[config.mk]
export PLATFORM = sky130hd
export DESIGN_NAME = wb_stage
export DESIGN_NICKNAME = d
export VERILOG_FILES = /design/src/rtl/rv32i_pkg.sv /design/src/rtl/load_align.sv /design/src/rtl/wb_stage.sv
export SDC_FILE = /design/constraint.sdc
export NUM_CORES = 1
export LEC_CHECK = 0
export CORE_MARGIN = 5
export CORE_UTILIZATION = 43
export DETAILED_ROUTE_END_ITERATION = 8
export PLACE_DENSITY = 0.86
export SLEW_MARGIN = 25
export SYNTH_ARGS = -nofsm -noshare
export SYNTH_HDL_FRONTEND = slang
export SYNTH_SLANG_ARGS = --single-unit
export TNS_END_PERCENT = 1
[constraint.sdc]
create_clock -name Clk -period 2.15 [get_ports Clk]
set_input_delay 0.3225 -clock Clk [delete_from_list [all_inputs] [get_ports Clk]]
set_output_delay 0.3225 -clock Clk [all_outputs]
set_load 0.03 [all_outputs]
[src/rtl/rv32i_pkg.sv]
// ---------------------------------------------------------------------------
// rv32i_pkg
// Shared definitions for the RV32I pipeline back end.
//   XLEN          : architectural register width (32)
//   REG_ZERO      : index of the hard-wired zero register x0
//   load_funct3_e : funct3 encodings of the load instructions
//   extByte/extHalf : helpers that sign- or zero-extend a sub-word to XLEN
// No ports; imported by load_align and wb_stage.
// ---------------------------------------------------------------------------
package rv32i_pkg;

  localparam int XLEN = 32;

  localparam logic [4:0] REG_ZERO = 5'd0;

  // Load size/sign encodings carried in funct3.
  // The remaining codes (011, 110, 111) are reserved and decode as LW.
  typedef enum logic [2:0] {
    F3_LB  = 3'b000,
    F3_LH  = 3'b001,
    F3_LW  = 3'b010,
    F3_LBU = 3'b100,
    F3_LHU = 3'b101
  } load_funct3_e;

  // Widen a byte to XLEN, replicating bit 7 when isSigned is set.
  function automatic logic [XLEN-1:0] extByte(input logic [7:0] value,
                                              input logic       isSigned);
    logic fill;
    fill = isSigned & value[7];
    return {{(XLEN-8){fill}}, value};
  endfunction

  // Widen a halfword to XLEN, replicating bit 15 when isSigned is set.
  function automatic logic [XLEN-1:0] extHalf(input logic [15:0] value,
                                              input logic        isSigned);
    logic fill;
    fill = isSigned & value[15];
    return {{(XLEN-16){fill}}, value};
  endfunction

endpackage

[src/rtl/load_align.sv]
// ---------------------------------------------------------------------------
// load_align
// Purely combinational load formatter: picks the addressed byte/halfword out
// of the raw aligned data-memory word and extends it to XLEN.
// Ports:
//   i_funct3  in  3     load size/sign (LB, LH, LW, LBU, LHU; reserved -> LW)
//   i_addrLo  in  2     effective-address bits [1:0]
//   i_rawWord in  XLEN  aligned word read from data memory
//   o_value   out XLEN  extended load result
// ---------------------------------------------------------------------------
module load_align
  import rv32i_pkg::*;
(
  input  logic [2:0]      i_funct3,
  input  logic [1:0]      i_addrLo,
  input  logic [XLEN-1:0] i_rawWord,
  output logic [XLEN-1:0] o_value
);

  logic [7:0]  w_byte;
  logic [15:0] w_half;

  // Byte lane selected by the full low address; the halfword lane only looks
  // at bit 1, so a misaligned halfword address simply rounds down.
  always_comb begin
    w_byte = i_rawWord[7:0];
    case (i_addrLo)
      2'd0:    w_byte = i_rawWord[7:0];
      2'd1:    w_byte = i_rawWord[15:8];
      2'd2:    w_byte = i_rawWord[23:16];
      default: w_byte = i_rawWord[31:24];
    endcase
    w_half = i_addrLo[1] ? i_rawWord[31:16] : i_rawWord[15:0];
  end

  // Size/sign decode. Reserved encodings fall into the default arm and
  // therefore behave exactly like LW, with nothing flagged.
  always_comb begin
    o_value = i_rawWord;
    case (i_funct3)
      F3_LB:   o_value = extByte(w_byte, 1'b1);
      F3_LBU:  o_value = extByte(w_byte, 1'b0);
      F3_LH:   o_value = extHalf(w_half, 1'b1);
      F3_LHU:  o_value = extHalf(w_half, 1'b0);
      F3_LW:   o_value = i_rawWord;
      default: o_value = i_rawWord;
    endcase
  end

endmodule

[src/rtl/wb_stage.sv]
// ---------------------------------------------------------------------------
// wb_stage
// MEM/WB pipeline register plus register-file write formatting.
// Everything captured on one rising edge of Clk appears on the outputs the
// following cycle; there is no combinational path from inputs to outputs.
// Edge priority: Rst > flush > stall > capture.
//
// Optional feature (macro RETIRE_CNT_EN): 64-bit retired-instruction counter
// exposed on retire_cnt. With the macro undefined neither port nor counter
// exists and all other behaviour is unchanged.
//
// Ports:
//   Clk            in   1           clock, rising edge
//   Rst            in   1           synchronous active-high reset
//   mem_valid      in   1           MEM stage presents an instruction
//   mem_reg_write  in   1           instruction writes a destination register
//   mem_is_load    in   1           result comes from mem_load_data
//   mem_funct3     in   3           load size/sign
//   mem_addr_lo    in   2           effective-address bits [1:0]
//   mem_rd_add     in   5           destination register index
//   mem_alu_result in   Data_width  non-load result
//   mem_load_data  in   Data_width  raw aligned data-memory word
//   stall          in   1           hold the WB register contents
//   flush          in   1           squash the instruction being captured
//   write          out  1           register-file write enable
//   dest_add       out  5           register-file write index
//   dest_data      out  Data_width  register-file write data
//   wb_valid       out  1           WB register holds a live instruction
//   retire_cnt     out  64          retired count (RETIRE_CNT_EN only)
// ---------------------------------------------------------------------------
module wb_stage
  import rv32i_pkg::*;
#(
  parameter int Data_width = 32
)
(
  input  logic                  Clk,
  input  logic                  Rst,
  input  logic                  mem_valid,
  input  logic                  mem_reg_write,
  input  logic                  mem_is_load,
  input  logic [2:0]            mem_funct3,
  input  logic [1:0]            mem_addr_lo,
  input  logic [4:0]            mem_rd_add,
  input  logic [Data_width-1:0] mem_alu_result,
  input  logic [Data_width-1:0] mem_load_data,
  input  logic                  stall,
  input  logic                  flush,
  output logic                  write,
  output logic [4:0]            dest_add,
  output logic [Data_width-1:0] dest_data,
  output logic                  wb_valid
`ifdef RETIRE_CNT_EN
  ,
  output logic [63:0]           retire_cnt
`endif
);

  logic                  r_write;
  logic [4:0]            r_destAdd;
  logic [Data_width-1:0] r_destData;
  logic                  r_wbValid;

  logic [Data_width-1:0] w_loadValue;
  logic [Data_width-1:0] w_nextData;
  logic                  w_nextWrite;
  logic                  w_capture;

  load_align u_load_align (
    .i_funct3  (mem_funct3),
    .i_addrLo  (mem_addr_lo),
    .i_rawWord (mem_load_data),
    .o_value   (w_loadValue)
  );

  // A capture happens only when nothing of higher priority is active.
  // The write enable folds in the x0 rule here, so a held (stalled) value
  // can never become a write to x0 either.
  always_comb begin
    w_capture   = ~Rst & ~flush & ~stall;
    w_nextWrite = mem_valid & mem_reg_write & (mem_rd_add != REG_ZERO);
    w_nextData  = mem_is_load ? w_loadValue : mem_alu_result;
  end

  // WB register. A flush only clears the two control bits; the data fields
  // are don't-care after a flush, so they simply keep their old contents.
  // A stall holds everything, which makes a repeated register-file write
  // of the same value harmless.
  always_ff @(posedge Clk) begin
    if (Rst) begin
      r_wbValid  <= 1'b0;
      r_write    <= 1'b0;
      r_destAdd  <= '0;
      r_destData <= '0;
    end else if (flush) begin
      r_wbValid  <= 1'b0;
      r_write    <= 1'b0;
    end else if (!stall) begin
      r_wbValid  <= mem_valid;
      r_write    <= w_nextWrite;
      r_destAdd  <= mem_rd_add;
      r_destData <= w_nextData;
    end
  end

  assign write     = r_write;
  assign dest_add  = r_destAdd;
  assign dest_data = r_destData;
  assign wb_valid  = r_wbValid;

`ifdef RETIRE_CNT_EN
  logic [63:0] r_retireCnt;

  // Counts instructions that actually enter WB. Stalled or flushed edges do
  // not count, and the counter wraps naturally at 2^64.
  always_ff @(posedge Clk) begin
    if (Rst) begin
      r_retireCnt <= '0;
    end else if (w_capture && mem_valid) begin
      r_retireCnt <= r_retireCnt + 64'd1;
    end
  end

  assign retire_cnt = r_retireCnt;
`else
  // Without the counter the capture qualifier has no consumer.
  logic w_unusedCapture;
  assign w_unusedCapture = w_capture;
`endif

endmodule
==> impl_summary.md <==
Status
The flow ran to the end, and the final reports show no timing, DRC or antenna violations.

STA
The part of the cycle the worst path needs is between 80% and 90%. The hold violation total from the final report is 0. The maximum clock rate is roughly 0.55 GHz. The worst hold margin is roughly 0.46 ns.

The final critical path time including I/O delays and setup is 1.83 ns. In the post-route analysis, the smallest setup slack over all paths is 0.325 ns. The number of slew-limit violations in the final report came to 0. Setup violations remaining at the end of the flow were counted as 0. Clock skew on the completed layout was measured at 0 ns. In this run the tightest slew margin relative to its limit is approximately 70%. Setup repair after global routing left no endpoint under its margin. The total negative slack is 0 ns. The pin slew with the least headroom to its limit is 0.464 ns.

Placed design
The total placed instance area is around 3600 sq um. The number of port buffers is around 120. The placed cell count is approximately 470. The detailed placement HPWL is approximately 6400 um. Prior to clock tree synthesis, the placed netlist has a worst setup slack of 0.00187 ns. At the end of routability-driven placement, the weighted congestion stood at 0.882.

Clocking
At the later pin of the worst-skew pair, clock insertion delay measures ~0.30 ns. Counting along the longest clock path gives a buffer depth of 2. The tree is rooted in a clkbuf_8. The count of hold buffers inserted by post-cts repair is 0. The clock transition at the registers of the reported paths is ~0.08 ns. In this run the post-CTS setup repair buffer count came out at 0. The TritonCTS clock tree is yes.

Gates resized during post-CTS repair numbered 0. The total CTS buffers is 5. The count of clock tree sinks is 39. The depth of the CTS H-tree is 2.

Global route
The overflow left after global routing is 0. The via count of the first global-routing pass is roughly 2600. The initial antenna violation count is 0. The first global-routing pass estimated about 14000 um of wire. In the global route stage, overall resource usage came out at about a quarter.

Entering global routing, the biggest net connects 29 pins.

Floorplanning
The initial standard-cell utilization of the core is roughly 45%. The number of core rows is 26. The area of the core is 5170 sq um. Measured along the x axis, the die boundary spans about 83 um. Measured along the y axis, the die boundary spans 83.4 um. For this design the top-level I/O count stands at 120. The die covers between 6000 and 7000 sq um.

Layout
The layout cell share with drive strength beyond 1 is a little under an eighth. The finished cells cover about 3700 sq um. The post-layout utilization of the core is ~72%.

In the layout the commonest cells are 119 x clkdlybuf4s50_1, 40 x nand2_1, 39 x dfxtp_1, 31 x a21oi_1, 29 x nor2_1. The area growth from synthesis to layout is 60.4%. After the flow finishes, the layout carries non-filler instances totaling between 400 and 500. The number of diodes is 0. At the end of the flow, the number of nets in the layout was 490. The library cell used most frequently in the layout, excluding fill and tap cells, is clkdlybuf4s50_1.

Yosys
In this run, synthesis produced a sequential element count of 39. The synthesized netlist occupies a cell area of 2310 sq um. The number of standard cells after synthesis is 290.

The share of the yosys chip area belonging to registers is 33.7%. Among all flip-flop cells after synthesis, the most frequent one is dfxtp_1. The area share of the largest cell type after synthesis is 33.7%. For this run, the number of Yosys warnings is 0. For this run, asynchronously set or reset flops after synthesis account for 0%. Synthesis produced a netlist with a net count of ~370. Yosys mapped the design onto 51 distinct sky130hd cell types. The count of flip-flops with a built-in enable after synthesis is 0. By area the synthesized netlist is led by dfxtp_1 34%, a21oi_1 6.7%, nand2_1 6.5%.

The post-synthesis cell type with the largest combined area is dfxtp_1. The average instance in the mapped netlist occupies between 7 and 8 sq um.

Critical path
The path depth of the worst reg2reg path is 3. The worst setup path is launched from a primary input. The type of the worst setup path is in2reg. The required time of the critical path is ~2.3 ns. The critical path arrival is 2.00 ns. The type of destination of the critical path is a register.

The peak fanout along the critical path is 12.

Routing
The average routed wire per standard cell is around 17 um. Once detail routing completed, the nets flagged for antenna violations numbered 0. The first-pass iteration count of the detailed router is 5. In the routed design, unresolved DRC markers number 0. The routed wire length is 8350 um. After detailed routing, the number of vias per cell comes to a little under 6. Summing over every cut layer, the via total after detailed routing is 2791. The detailed router finished its first iteration with approximately 290 violations.

Min path
The worst hold-check path type is reg2reg. The cell depth of the worst hold path is 2.

Pwr
The power density over the cells is between 500 and 600 nW/um^2. The total power after layout is about 1.9 mW. The standby leakage power is 1.31 nW.

The peak ir drop on the vdd network is ~0.29 mV.

Job
The max-cap violation count is 0.
worst max-delay path: stages:
cell and delay (ns):
clkdlybuf4s50_1 0.56, buf_12 0.16, mux2_2 0.36, a2111oi_0 0.49
nor4_1 0.10
sequential cells by signal, indices dropped and copies added, names as in the netlist:
signal	flops
dest_add	5
dest_data	32
wb_valid	1
write	1
synth_stat cells, types with 7 or more instances:
library cell  count
a221oi_1          7
clkbuf_1          9
buf_2            11
nor2_1           29
o21ai_0           7
a22oi_1           7
a21oi_1          31
a211oi_1          7
or3_1             7
nand2_1          40
a21boi_0          7
mux2_2            7
o221ai_1          7
dfxtp_1          39
path summary, 6_finish.rpt:
| kind | start | to | slack [ns] |
|---|---|---|---|
| worst min register to register | dest_data[30]$_SDFFE_PP0P_ | dest_data[30]$_SDFFE_PP0P_ | 0.46 |
| worst max register to register | dest_data[6]$_SDFFE_PP0P_ | dest_data[6]$_SDFFE_PP0P_ | 1.12 |
| worst min-delay path | dest_data[30]$_SDFFE_PP0P_ | dest_data[30]$_SDFFE_PP0P_ | 0.46 |
| worst max-delay path | mem_addr_lo[1] | dest_data[1]$_SDFFE_PP0P_ | 0.32 |
final cells by class:
cell class / instances / area [sq um]
clock inverter: 1 / 5.00
clock buffer: 6 / 82.6
multi-input combinational: 223 / 1390
inverter: 3 / 11.3
tap: 70 / 87.6
sequential: 39 / 781
timing repair buffer: 137 / 1350
fill: 412 / 1460
cell families (layout without fill, tap and decap cells):
kind of cell | Yosys count | count (layout) | synth area share [%]
compound gates | 102 | 102 | 32.3
buf+inv | 28 | 147 | 6.11
flops | 39 | 39 | 33.7
mux | 9 | 9 | 4.27
simple gates | 112 | 112 | 23.6
power by group:
group | switching [mW] | internal (mW)
clock network | 0.265 | 0.252
registers | 0.0250 | 0.762
logic | 0.297 | 0.306
metal layers:
| layer | vias up | GRT usage [%] | share of wire, % |
|---|---|---|---|
| met5 | - | 0 | 0 |
| met3 | 13 | 6.53 | 10 |
| met1 | 1290 | 30.6 | 41 |
| met2 | 170 | 37.2 | 47 |
| met4 | 0 | 7.88 | 2.0 |
| li1 | 1318 | - | - |
(Power assumes the default switching activity.)
